--- config.mk ---
export PLATFORM = sky130hd
export DESIGN_NAME = riscv_ifetch_queue
export DESIGN_NICKNAME = d
export VERILOG_FILES = /design/src/rtl/riscv_pkg.sv /design/src/rtl/riscv_fetch_fifo.sv /design/src/rtl/riscv_ifetch_queue.sv
export SDC_FILE = /design/constraint.sdc
export NUM_CORES = 1
export LEC_CHECK = 0
export ABC_AREA = 1
export CAP_MARGIN = 40
export CORE_UTILIZATION = 50
export CTS_CLUSTER_SIZE = 25
export DETAILED_ROUTE_END_ITERATION = 10
export PLACE_DENSITY = 0.8
export RECOVER_POWER = 100
export SYNTH_ARGS = -nofsm -noshare
export SYNTH_HDL_FRONTEND = slang
export SYNTH_SLANG_ARGS = --single-unit
--- constraint.sdc ---
create_clock -name clock -period 12.6 [get_ports clock]
set_input_delay 2.52 -clock clock [delete_from_list [all_inputs] [get_ports clock]]
set_output_delay 2.52 -clock clock [all_outputs]
set_load 0.03 [all_outputs]
--- src/rtl/riscv_pkg.sv ---
// Shared RISC-V front-end constants: instruction width, NOP encoding, major opcodes and the
// fetch queue entry layout.
package riscv_pkg;

   localparam int unsigned Ilen = 32;

   typedef logic [Ilen-1:0] insn_t;

   // addi x0, x0, 0
   localparam insn_t NopInsn = 32'h0000_0013;

   localparam logic [6:0] OpcLw    = 7'b0000011;
   localparam logic [6:0] OpcSw    = 7'b0100011;
   localparam logic [6:0] OpcBeq   = 7'b1100011;
   localparam logic [6:0] OpcAluop = 7'b0110011;

   typedef struct packed {
      insn_t       ir;
      logic [31:0] pc;
   } fetch_ent_t;

   function automatic logic is_nop(insn_t insn);
      return insn == NopInsn;
   endfunction

endpackage

--- src/rtl/riscv_fetch_fifo.sv ---
// Circular FIFO with an extra pointer bit for full/empty, synchronous flush and
// push-while-full allowed when a pop happens in the same cycle.
module riscv_fetch_fifo #(
   parameter int unsigned QDEPTH = 4,
   parameter int unsigned WIDTH  = 32,
   localparam int unsigned PtrW  = $clog2(QDEPTH)
) (
   input  logic             clk_i,
   input  logic             rst_i,
   input  logic             flush_i,
   input  logic             push_i,
   input  logic [WIDTH-1:0] wdata_i,
   input  logic             pop_i,
   output logic [WIDTH-1:0] rdata_o,
   output logic             full_o,
   output logic             empty_o,
   output logic [PtrW:0]    count_o
);

   localparam logic [PtrW:0] PtrOne = {{PtrW{1'b0}}, 1'b1};

   logic [WIDTH-1:0] mem_q [QDEPTH];
   logic [PtrW:0]    wptr_q, wptr_d;
   logic [PtrW:0]    rptr_q, rptr_d;
   logic             do_push, do_pop;

   assign empty_o = (wptr_q == rptr_q);
   assign full_o  = (wptr_q[PtrW] != rptr_q[PtrW]) &&
                    (wptr_q[PtrW-1:0] == rptr_q[PtrW-1:0]);
   assign count_o = wptr_q - rptr_q;
   assign rdata_o = mem_q[rptr_q[PtrW-1:0]];

   assign do_pop  = pop_i && !empty_o;
   assign do_push = push_i && (!full_o || do_pop);

   always_comb begin
      wptr_d = wptr_q;
      rptr_d = rptr_q;
      if (flush_i) begin
         wptr_d = '0;
         rptr_d = '0;
      end else begin
         if (do_push) wptr_d = wptr_q + PtrOne;
         if (do_pop)  rptr_d = rptr_q + PtrOne;
      end
   end

   always_ff @(posedge clk_i) begin
      if (rst_i) begin
         wptr_q <= '0;
         rptr_q <= '0;
      end else begin
         wptr_q <= wptr_d;
         rptr_q <= rptr_d;
      end
   end

   // Storage needs no reset: entries are only read between push and pop.
   always_ff @(posedge clk_i) begin
      if (do_push && !flush_i) mem_q[wptr_q[PtrW-1:0]] <= wdata_i;
   end

endmodule

--- src/rtl/riscv_ifetch_queue.sv ---
// Instruction fetch stage with credit-limited prefetch queue and redirect drop counting.
// Define FETCH_BYPASS_EN to forward a response straight into IF/ID when the queue is empty.
module riscv_ifetch_queue
   import riscv_pkg::*;
#(
   parameter logic [31:0] RESET_PC = 32'h0000_0000,
   parameter int unsigned QDEPTH   = 4
) (
   input  logic        clock,
   input  logic        reset,
   output logic        imem_req_valid,
   input  logic        imem_req_ready,
   output logic [31:0] imem_req_addr,
   input  logic        imem_rsp_valid,
   input  logic [31:0] imem_rsp_data,
   input  logic        redirect,
   input  logic [31:0] redirect_pc,
   input  logic        stall,
   output logic [31:0] ifid_ir,
   output logic [31:0] ifid_pc,
   output logic        ifid_valid
);

   localparam int unsigned CntW = $clog2(QDEPTH) + 1;

   logic [31:0]     fetch_pc_q, fetch_pc_d;
   logic [CntW-1:0] drop_cnt_q, drop_cnt_d;
   logic [31:0]     ir_q, ir_d;
   logic [31:0]     pc_q, pc_d;
   logic            valid_q, valid_d;

   fetch_ent_t      q_wdata, q_rdata;
   logic            q_push, q_pop, q_full, q_empty;
   logic [CntW-1:0] q_count;

   logic [31:0]     a_rdata;
   logic            a_full, a_empty;
   logic [CntW-1:0] outstanding;

   logic [CntW:0]   in_flight;
   logic            credit_ok, req_fire;
   logic            rsp_eff, rsp_drop, rsp_take, bypass_take;

   // Every issued request reserves a queue slot until it is consumed or dropped.
   assign in_flight = {1'b0, q_count} + {1'b0, outstanding};
   assign credit_ok = in_flight < (CntW+1)'(QDEPTH);

   assign imem_req_valid = !reset && !redirect && credit_ok && !a_full;
   assign imem_req_addr  = fetch_pc_q;
   assign req_fire       = imem_req_valid && imem_req_ready;

   // With nothing outstanding a response is a leftover from before reset.
   assign rsp_eff  = imem_rsp_valid && !a_empty && !reset;
   assign rsp_drop = rsp_eff && (redirect || (drop_cnt_q != '0));
   assign rsp_take = rsp_eff && !rsp_drop;

   assign q_pop = !stall && !redirect && !q_empty;

`ifdef FETCH_BYPASS_EN
   assign bypass_take = rsp_take && q_empty && !stall && !redirect;
`else
   assign bypass_take = 1'b0;
`endif

   assign q_push  = rsp_take && !bypass_take && (!q_full || q_pop);
   assign q_wdata = '{ir: imem_rsp_data, pc: a_rdata};

   riscv_fetch_fifo #(
      .QDEPTH (QDEPTH),
      .WIDTH  ($bits(fetch_ent_t))
   ) u_queue (
      .clk_i   (clock),
      .rst_i   (reset),
      .flush_i (redirect),
      .push_i  (q_push),
      .wdata_i (q_wdata),
      .pop_i   (q_pop),
      .rdata_o (q_rdata),
      .full_o  (q_full),
      .empty_o (q_empty),
      .count_o (q_count)
   );

   // Addresses of requests in flight; its occupancy is the outstanding count.
   riscv_fetch_fifo #(
      .QDEPTH (QDEPTH),
      .WIDTH  (32)
   ) u_addr_fifo (
      .clk_i   (clock),
      .rst_i   (reset),
      .flush_i (1'b0),
      .push_i  (req_fire),
      .wdata_i (fetch_pc_q),
      .pop_i   (rsp_eff),
      .rdata_o (a_rdata),
      .full_o  (a_full),
      .empty_o (a_empty),
      .count_o (outstanding)
   );

   always_comb begin
      fetch_pc_d = fetch_pc_q;
      drop_cnt_d = drop_cnt_q;
      ir_d       = ir_q;
      pc_d       = pc_q;
      valid_d    = valid_q;
      if (redirect) begin
         fetch_pc_d = redirect_pc;
         // Everything still in flight after this edge belongs to the old path.
         drop_cnt_d = outstanding - CntW'(rsp_eff);
         ir_d       = NopInsn;
         valid_d    = 1'b0;
      end else begin
         if (req_fire) fetch_pc_d = fetch_pc_q + 32'd4;
         if (rsp_drop) drop_cnt_d = drop_cnt_q - CntW'(1);
         if (!stall) begin
            if (!q_empty) begin
               ir_d    = q_rdata.ir;
               pc_d    = q_rdata.pc;
               valid_d = 1'b1;
            end else if (bypass_take) begin
               ir_d    = imem_rsp_data;
               pc_d    = a_rdata;
               valid_d = 1'b1;
            end else begin
               ir_d    = NopInsn;
               valid_d = 1'b0;
            end
         end
      end
   end

   always_ff @(posedge clock) begin
      if (reset) begin
         fetch_pc_q <= RESET_PC;
         drop_cnt_q <= '0;
         ir_q       <= NopInsn;
         pc_q       <= '0;
         valid_q    <= 1'b0;
      end else begin
         fetch_pc_q <= fetch_pc_d;
         drop_cnt_q <= drop_cnt_d;
         ir_q       <= ir_d;
         pc_q       <= pc_d;
         valid_q    <= valid_d;
      end
   end

   assign ifid_ir    = ir_q;
   assign ifid_pc    = pc_q;
   assign ifid_valid = valid_q;

endmodule

==> results of run 1 <==
==> cell families after synthesis <==
kind of cell / count (synthesis) / share of synthesized area
and+or+nand+nor: 644 / 0.130
buffers and inverters: 184 / 0.0377
adders and majority gates: 23 / 0.0153
xor gates and xnor gates: 13 / 0.00574
AOI/OAI and AO/OA: 412 / 0.112
DFF: 500 / 0.699
==> cell usage in the layout (no fill, tap or decap), types with 2 or more instances in the layout <==
master / Yosys / routed
a21boi_0: 3 / 3
a21oi_1: 58 / 58
a31oi_1: 32 / 32
buf_16: 0 / 2
buf_4: 1 / 7
bufinv_16: 0 / 5
clkbuf_1: 66 / 24
clkbuf_16: 0 / 50
clkbuf_8: 0 / 8
clkdlybuf4s50_1: 0 / 34
clkinv_1: 2 / 9
clkinv_2: 0 / 8
dfxtp_1: 116 / 114
dlygate4sd3_1: 0 / 133
edfxtp_1: 384 / 384
fa_1: 2 / 2
ha_1: 21 / 21
inv_1: 85 / 85
nand2_1: 225 / 227
nand3_1: 55 / 57
nand3_2: 3 / 2
nand3b_1: 2 / 2
nand4_1: 2 / 2
nor2_1: 341 / 337
nor2_2: 5 / 6
nor2_4: 1 / 5
nor3_1: 4 / 4
o21ai_0: 244 / 245
o21bai_1: 4 / 4
o22ai_1: 67 / 67
xnor2_1: 8 / 8
xor2_1: 5 / 5
==> state kept, by name, summed over array words and instances, names as in the netlist, named ones only <==
signal / cells
drop_cnt_q: 3
imem_req_addr: 32
u_queue.mem_q: 256
u_addr_fifo.wptr_q: 3
ifid_pc: 32
ifid_ir: 32
ifid_valid: 1
u_addr_fifo.rptr_q: 3
u_queue.rptr_q: 3
u_addr_fifo.mem_q: 128
u_queue.wptr_q: 3
==> worst reg2reg max path, delay by kind of cell, from the launching register on <==
| kind | cells | cell delay (ns) |
|---|---|---|
| adder cells (fa/ha/maj) | 1 | 0.33 |
| buffers and inverters | 4 | 3.41 |
| flip-flops | 1 | 0.36 |
| AND/OR/NAND/NOR | 6 | 1.10 |
==> metal layers <==
| layer | wire (µm) | global-route usage | vias to the layer above |
|---|---|---|---|
| li1 | - | - | 6512 |
| met1 | 18900 | 0.297 | 6675 |
| met2 | 22700 | 0.381 | 636 |
| met3 | 3480 | 0.0337 | 73 |
| met4 | 1030 | 0.0761 | 0 |
| met5 | 0 | 0 | - |
==> power breakdown <==
group | switching [W] | internal, W | total, W | leakage, nW
registers | 0.0000360 | 0.00190 | 0.00194 | 4.43
clock network | 0.000596 | 0.000875 | 0.00147 | 0.811
logic | 0.000349 | 0.000142 | 0.000491 | 3.15
==> through the flow <==
stage / total power [W] / utilization / std cells / cell area [µm²]
after floorplan: 0.00227 / - / 1776 / 19800
after global placement: 0.00243 / 0.564 / 2386 / 21900
after detailed placement: 0.00246 / 0.568 / 2394 / 22100
after CTS: 0.00392 / 0.610 / 2483 / 23800
after global routing: 0.00404 / 0.605 / 2483 / 23600
final: 0.00390 / 0.605 / 2484 / 23600
==> layout make-up <==
class,count,area share
antenna,1,0.000106
timing repair buffer,195,0.0790
inverter,89,0.0143
clock inverter,25,0.0113
multi-input combinational,1092,0.221
clock buffer,64,0.0587
sequential,500,0.588
tap,518,0.0275
==> path summary, 6_finish.rpt <==
path	start	end	slack [ns]
setup / recovery	redirect	imem_req_valid	3.72
hold / removal	ifid_ir[7]$_SDFFE_PP0N_	ifid_ir[7]$_SDFFE_PP0N_	0.46
setup reg to reg	u_addr_fifo.wptr_q[0]$_SDFFE_PP0P_	u_queue.mem_q[3][56]$_DFFE_PP_	6.94
hold reg to reg	ifid_ir[7]$_SDFFE_PP0N_	ifid_ir[7]$_SDFFE_PP0N_	0.46
==> impl_results.md, run 1 <==
- Status: complete, but fails checks
- CP top delay family: buffers and inverters
- Post-synthesis cell area: 0.0198 mm²
- Critical Path Start Type: primary input
- Min Tclk post-route: 8.88 ns
- Peak VDD IR: 112 µV
- Flops & latches, synth: 500
- Die X: 201 µm
- Routed len/inst: 18.6 µm
- Yosys Warn Count: 0
- Commonest cells in the synthesized netlist: 384 x edfxtp_1, 341 x nor2_1, 244 x o21ai_0, 225 x nand2_1, 116 x dfxtp_1
- Worst path slowest cell: clkbuf_1
- Pre-antenna DRT Iters: 5
- Post-Syn Nets: 1869
- CP bufs+invs: 5
- Ys async rst share: 0
- Hold Vio Cnt, Final: 0
- Max-cap violations: 18
- Worst skew pair latency: 0.56 ns
- Vias/cell: 5.59
- DP HPWL: 27500 µm
- Fin crit share: 0.705
- Req. time, crit path: 10.08 ns
- CP Max Fanout: 36
- CP max stage delay: 1.23 ns
- DR iter-0 viols: 1071
- Clk_skew: 0.0243 ns
- Max H-tree Level: 2
- Routed Antenna Nets: 0
- Wirelength, routed: 46100 µm
- Clk root buf: clkbuf_16
- Most common cell in the netlist: edfxtp_1
- Worst min-delay path class: reg -> reg
- CP Depth: 8
- Final WS setup: 3.72 ns
- Reg clk slew, reported paths: 0.06 ns
- Vias in the first global route: 13600
- Leakage power: 8.38 nW
- Initial antenna violation count: 2
- Worst-Margin Slew: 2.73 ns
- Fmax achieved: 113 MHz
- Multi-input gate area: 0.00521 mm²
- Post-synth EDFFs: 384
- Ys flop type: edfxtp_1
- Kind of critical path: in -> out
- # port buffers: 167
- Ports: 168
- GRT Residual Overflow: 0
- Post CTS Setup Buffer Count: 0
- Cell variety after synth: 39
- Remaining routing DRC violations: 0
- Avg Synthesized Cell Area: 11.2 µm²
- Fillers: 2978
- Most used cell, CP: dlygate4sd3_1
- Clock sink count: 500
- Top cell type's share of synthesized area: 0.582
- Crit end category: output pin
- Final setup viols: 0
- Hold_buf cts: 0
- Initial Utilization: 0.509
- Seq/Total Area, Yosys: 0.699
- PD cells: 165 mW/mm²
- Via count: 13900
- Num rows: 72
- Setup WS pre-CTS: 5.35 ns
- Layout Nets: 2019
- CTS tree: done
- Pin count of the biggest net entering global routing: 95
- Synth area leaders: edfxtp_1 58%, dfxtp_1 12%, nor2_1 6.5%
- Post-cts sizing count: 0
- Yosys top cell by area: edfxtp_1
- Reg area: 0.0139 mm²
- WHS: 0.461 ns
- Chip height: 201 µm
- GRT Overall Usage: 0.225
- Hold depth: 2
- Synth Instances: 1776
- Relative slew slack: -0.818
- Share of layout cells above drive strength 1: 0.0524
- Max clock buf depth: 3
- R2R cell count: 11
- Worst-path cell chain: dlygate4sd3_1, clkbuf_1, nor2_1, inv_4, nor2_2, nand3_2, inv_1, dlygate4sd3_1
- Synth-to-Final Area Change: 18.9%
- Final GP Congestion: 0.913
- TNS Setup: 0 ns
- Failing checks: capacitance limit, slew limit
- RSZ-0062 raised after global routing: false
- CTS buffer count: 48
- Full die area: 0.0404 mm²
- Slew Viols, Final: 688
- First-pass GRT wire length: 71600 µm
- Core area: 0.0389 mm²
- Data arrival, critical path: 6.36 ns
Power figures use the tool's default switching activity.
==> run 2: changes to the inputs <==
PLACE_DENSITY = 0.83   (was 0.8)
clock period = 7.8 ns   (was 12.6 ns; I/O delays follow)
==> impl_results.md, run 2 (same netlist as run 1, synthesis figures left out) <==
- Status: complete, but fails checks
- Failing checks: capacitance limit, slew limit
- # port buffers: 167 (unchanged)
- Initial Utilization: 0.509 (unchanged)
- GRT Overall Usage: 0.230 (+0.00454)
- Pre-antenna DRT Iters: 5 (unchanged)
- Full die area: 0.0404 mm² (unchanged)
- PD cells: 267 mW/mm² (+62%)
- Pin count of the biggest net entering global routing: 87 (-8.4%)
- Critical Path Start Type: primary input
- Reg clk slew, reported paths: 0.06 ns (about the same)
- Synth-to-Final Area Change: 18.6%
- Worst-Margin Slew: 2.72 ns (-0.00537 ns)
- Worst Hold End: ifid_ir[15]$_SDFFE_PP0N_
- RSZ-0062 raised after global routing: false
- Max reg flops: 256 (unchanged)
- R2r setup slk: 2.85 ns (-4.09 ns)
- Ports: 168 (unchanged)
- Wirelength, routed: 47200 µm (+2.3%)
- Layout Nets: 2017 (-0.099%)
- Crit end category: output pin
- Routed len/inst: 19.0 µm (+2.3%)
- DP Cell Count: 2391 (-0.13%)
- Core area: 0.0389 mm² (unchanged)
- WHS: 0.460 ns (-0.000863 ns)
- Clk_skew: 0.00976 ns (-0.0145 ns)
- Fin crit share: 0.816
- CTS tree: done
- Most frequent cells in the layout: 384 x edfxtp_1, 340 x nor2_1, 244 x o21ai_0
- Share of layout cells above drive strength 1: 0.0565 (+0.00407)
- Post-DP Area: 0.0220 mm² (-0.28%)
- Peak VDD IR: 178 µV (+59%)
- Max clock buf depth: 3 (unchanged)
- DR iter-0 viols: 1212 (+13%)
- DP HPWL: 28000 µm (+2.0%)
- CTS buffer count: 49 (+2.1%)
- Remaining routing DRC violations: 0 (unchanged)
- CP bufs+invs: 5 (unchanged)
- Num rows: 72 (unchanged)
- Max-cap violations: 12 (-6)
- Data arrival, critical path: 4.80 ns (-1.56 ns)
- CP top delay family: buffers and inverters
- TNS Setup: 0 ns (unchanged)
- CP max stage delay: 1.33 ns (+0.10 ns)
- Routed Antenna Nets: 0 (unchanged)
- Kind of critical path: in -> out
- Initial antenna violation count: 1 (-1)
- Worst min-delay path class: reg -> reg
- Clk root buf: clkbuf_16
- Leakage power: 8.38 nW (about the same)
- Max H-tree Level: 2 (unchanged)
- Chip height: 201 µm (unchanged)
- Vias/cell: 5.64 (+0.81%)
- CP Max Fanout: 36 (unchanged)
- Fmax achieved: 157 MHz
- Clock sink count: 500 (unchanged)
- Slew Viols, Final: 488 (-29%)
- Finished Cell Area: 0.0235 mm² (-0.19%)
- Post-cts sizing count: 0 (unchanged)
- Hold_buf cts: 0 (unchanged)
- Hold Vio Cnt, Final: 0 (unchanged)
- Die X: 201 µm (unchanged)
- Via count: 14000 (+0.81%)
- Worst-path cell chain: clkdlybuf4s50_1, clkbuf_1, nor2_8, inv_4, nor2_1, nand3_2, inv_1, clkdlybuf4s50_1
- R2R Path End: u_addr_fifo.wptr_q[2]$_SDFFE_PP0P_
- Final GP Congestion: 0.855 (-6.4%)
- Min Tclk post-route: 6.36 ns
- Req. time, crit path: 6.24 ns (-3.84 ns)
- Most used cell, CP: clkdlybuf4s50_1
- R2R cell count: 15 (+4)
- Commonest non-fill, non-tap cell in the layout: edfxtp_1
- Post CTS Setup Buffer Count: 0 (unchanged)
- Worst path slowest cell: clkbuf_1
- Worst skew pair latency: 0.59 ns (+0.03 ns)
- Hold depth: 2 (unchanged)
- Relative slew slack: -0.814 (+0.00358)
- Hold Crit Start: ifid_ir[15]$_SDFFE_PP0N_
- First-pass GRT wire length: 72000 µm (+0.59%)
- GRT Residual Overflow: 0 (unchanged)
- Final std cells w/o fill: 2484 (unchanged)
- Final setup viols: 0 (unchanged)
- Worst r2r src: u_addr_fifo.wptr_q[0]$_SDFFE_PP0P_
- Vias in the first global route: 13300 (-2.5%)
run 2: cell type report:
| cell class | instances | area (µm²) |
|---|---|---|
| diodes | 1 | 2.50 |
| clock buffers | 54 | 1250 |
| clock inverters | 38 | 338 |
| fillers | 2948 | 15400 |
| inverters | 89 | 337 |
| multi-input cells | 1092 | 5210 |
| flip-flops and latches | 500 | 13900 |
| well taps | 518 | 648 |
| repair buffers | 192 | 1870 |
run 2: worst max-delay path by stage:
stage | startpoint | endpoint | slack [ns] | depth (start not counted)
detailed placement | redirect | imem_req_valid | 2.48 | 8
global route | redirect | imem_req_valid | 1.23 | 8
floorplan | redirect | u_queue.mem_q[0][0]$_DFFE_PP_ | 2.46 | 6
finish | redirect | imem_req_valid | 1.44 | 8
CTS | redirect | imem_req_valid | 2.46 | 8
global placement | redirect | imem_req_valid | 2.48 | 8
run 2: metrics by stage:
step	utilization	power, W	worst slack (ns)
after floorplan	-	0.00367	2.46
final	0.604	0.00629	1.44
after global placement	0.564	0.00394	2.48
after detailed placement	0.566	0.00400	2.48
after global routing	0.604	0.00650	1.23
after CTS	0.607	0.00632	2.46
run 2: tightest hold or removal path, stage by stage, from the launching register on:
cell     delay (ns)
dfxtp_1        0.30
nand2_1        0.06
a21oi_1        0.05
run 2: where the power goes:
part / switching (W) / total (W) / internal (W)
Sequential: 0.0000601 / 0.00313 / 0.00307
Clock: 0.00102 / 0.00233 / 0.00131
Combinational: 0.000586 / 0.000825 / 0.000239
run 2: layer usage:
layer | wire, µm | track usage | share of wire
met5 | 0 | 0 | 0
met1 | 19000 | 0.304 | 0.40
met4 | 1370 | 0.0832 | 0.029
met3 | 4070 | 0.0436 | 0.086
met2 | 22800 | 0.379 | 0.48
==> run 3: changes to the inputs <==
clock period = 5.3 ns   (was 7.8 ns; I/O delays follow)
==> impl_results.md, run 3 (same netlist as run 1, synthesis figures left out) <==
- Status: complete, but fails checks
- Failing checks: capacitance limit, slew limit
- Worst path slowest cell: nor2_1
- DP HPWL: 27800 µm (-0.91%)
- Routed len/inst: 18.9 µm (-0.47%)
- Num rows: 72 (unchanged)
- Post-cts sizing count: 0 (unchanged)
- Clk root buf: clkbuf_16
- Req. time, crit path: 5.54 ns (-0.70 ns)
- Vias in the first global route: 13900 (+4.4%)
- Worst-Margin Slew: 2.67 ns (-0.0474 ns)
- Max H-tree Level: 2 (unchanged)
- Die X: 201 µm (unchanged)
- Clk_skew: 0.0184 ns (+0.00860 ns)
- Crit path from: stall
- Worst skew pair latency: 0.60 ns (about the same)
- CP top delay family: buffers and inverters
- CTS buffer count: 49 (unchanged)
- Post CTS Setup Buffer Count: 0 (unchanged)
- Reg area: 0.0139 mm² (unchanged)
- Hold Vio Cnt, Final: 0 (unchanged)
- DR iter-0 viols: 1244 (+2.6%)
- Wirelength, routed: 47000 µm (-0.35%)
- Routed Antenna Nets: 0 (unchanged)
- Initial antenna violation count: 1 (unchanged)
- Max-cap violations: 3 (-9)
- Initial Utilization: 0.509 (unchanged)
- Vias/cell: 5.68 (+0.67%)
- Via count: 14100 (+0.79%)
- Fillers: 2935 (-0.44%)
- Min Tclk post-route: 4.59 ns
- GRT Overall Usage: 0.232 (+0.00275)
- Worst min-delay path class: reg -> reg
- WL met3: 4280 µm (+5.2%)
- Met2 wire length: 22600 µm (-0.49%)
- GRT Residual Overflow: 0 (unchanged)
- Fin crit share: 0.867
- Worst-path cell chain: dlygate4sd3_1, clkbuf_1, o2111ai_1, nand3_1, nor2_1, buf_4
- Final GP Congestion: 0.893 (+4.4%)
- Clock sink count: 500 (unchanged)
- Leakage power: 8.39 nW (+0.13%)
- Fmax achieved: 218 MHz
- Pre-antenna DRT Iters: 6 (+1)
- Remaining routing DRC violations: 0 (unchanged)
- Max clock buf depth: 3 (unchanged)
- Data arrival, critical path: 4.84 ns (+0.04 ns)
- CTS tree: done
- First-pass GRT wire length: 73500 µm (+2.1%)
- Highest Signal Layer: met4
- Power Total: 0.00918 W (+46%)
- Crit end category: register
- Relative slew slack: -0.783 (+0.0316)
- Pin count of the biggest net entering global routing: 67 (-23%)
- CP Max Fanout: 32 (-11%)
- PD cells: 390 mW/mm² (+46%)
- Commonest non-fill, non-tap cell in the layout: edfxtp_1
- Peak VDD IR: 272 µV (+53%)
- Critical Path Start Type: primary input
- Most frequent cells in the layout: 384 x edfxtp_1, 337 x nor2_1, 245 x o21ai_0
- # port buffers: 167 (unchanged)
- Reg clk slew, reported paths: 0.06 ns (about the same)
- Multi-input gate area: 0.00522 mm² (+0.17%)
- CP max stage delay: 1.12 ns (-0.21 ns)
- TNS Setup: 0 ns (unchanged)
- Layout Nets: 2020 (+0.15%)
- Full die area: 0.0404 mm² (unchanged)
- Ports: 168 (unchanged)
- Synth-to-Final Area Change: 18.8%
- Final setup viols: 0 (unchanged)
- Max reg flops: 256 (unchanged)
- Kind of critical path: in -> reg
- Share of layout cells above drive strength 1: 0.0559 (-0.000566)
- Core area: 0.0389 mm² (unchanged)
- Hold Crit Start: ifid_ir[27]$_SDFFE_PP0N_
- Chip height: 201 µm (unchanged)
- CP bufs+invs: 3 (-2)
- Wire length on met1: 18700 µm (-1.3%)
- RSZ-0062 raised after global routing: false
- Slew Viols, Final: 164 (-66%)
- Hold_buf cts: 0 (unchanged)
## run 3: path summary, 6_finish.rpt
path                                     to  slack (ns)  cells after the start
min reg2reg        ifid_ir[27]$_SDFFE_PP0N_        0.46                      2
min                ifid_ir[27]$_SDFFE_PP0N_        0.46                      2
max           u_queue.mem_q[2][9]$_DFFE_PP_        0.71                      6
max reg2reg  u_queue.mem_q[3][26]$_DFFE_PP_        1.02                      5
## run 3: stage by stage
stage           util  instances  worst slack, ns  hold slack (ns)  instance area [µm²]
3_5_place_dp   0.568       2394             1.12            0.455                22100
5_1_grt        0.605       2485            0.385            0.487                23600
3_3_place_gp   0.565       2389             1.10            0.453                22000
6_report       0.605       2487            0.706            0.462                23600
2_1_floorplan      -       1776            0.464            0.443                19800
4_1_cts        0.608       2485            0.860            0.465                23700
## run 3: power by group
part / switching, W / leakage, nW / internal (W)
sequential: 0.0000868 / 4.43 / 0.00452
combinational: 0.000849 / 3.22 / 0.000351
clock: 0.00147 / 0.747 / 0.00191
total: 0.00241 / 8.39 / 0.00677
## run 3: area by class of cell
cell class	count	share of cell area
flip-flops and latches	500	0.588
repair buffers	195	0.0824
inverters	89	0.0143
multi-input cells	1092	0.222
clock buffers	66	0.0560
well taps	518	0.0275
clock inverters	25	0.00982
diodes	2	0.000212
## run 3: routing by layer
metal | GRT usage | vias to the layer above
met1 | 0.303 | 6701
met5 | 0 | -
met4 | 0.0943 | 0
met3 | 0.0410 | 100
met2 | 0.386 | 786
li1 | - | 6532
## run 3: worst register-to-register path: cells and delay by family (launching register included)
family	cells	cell delay, ns
flip-flops	1	0.31
buffers and inverters	3	2.93
AO/OA/AOI/OAI	2	0.74
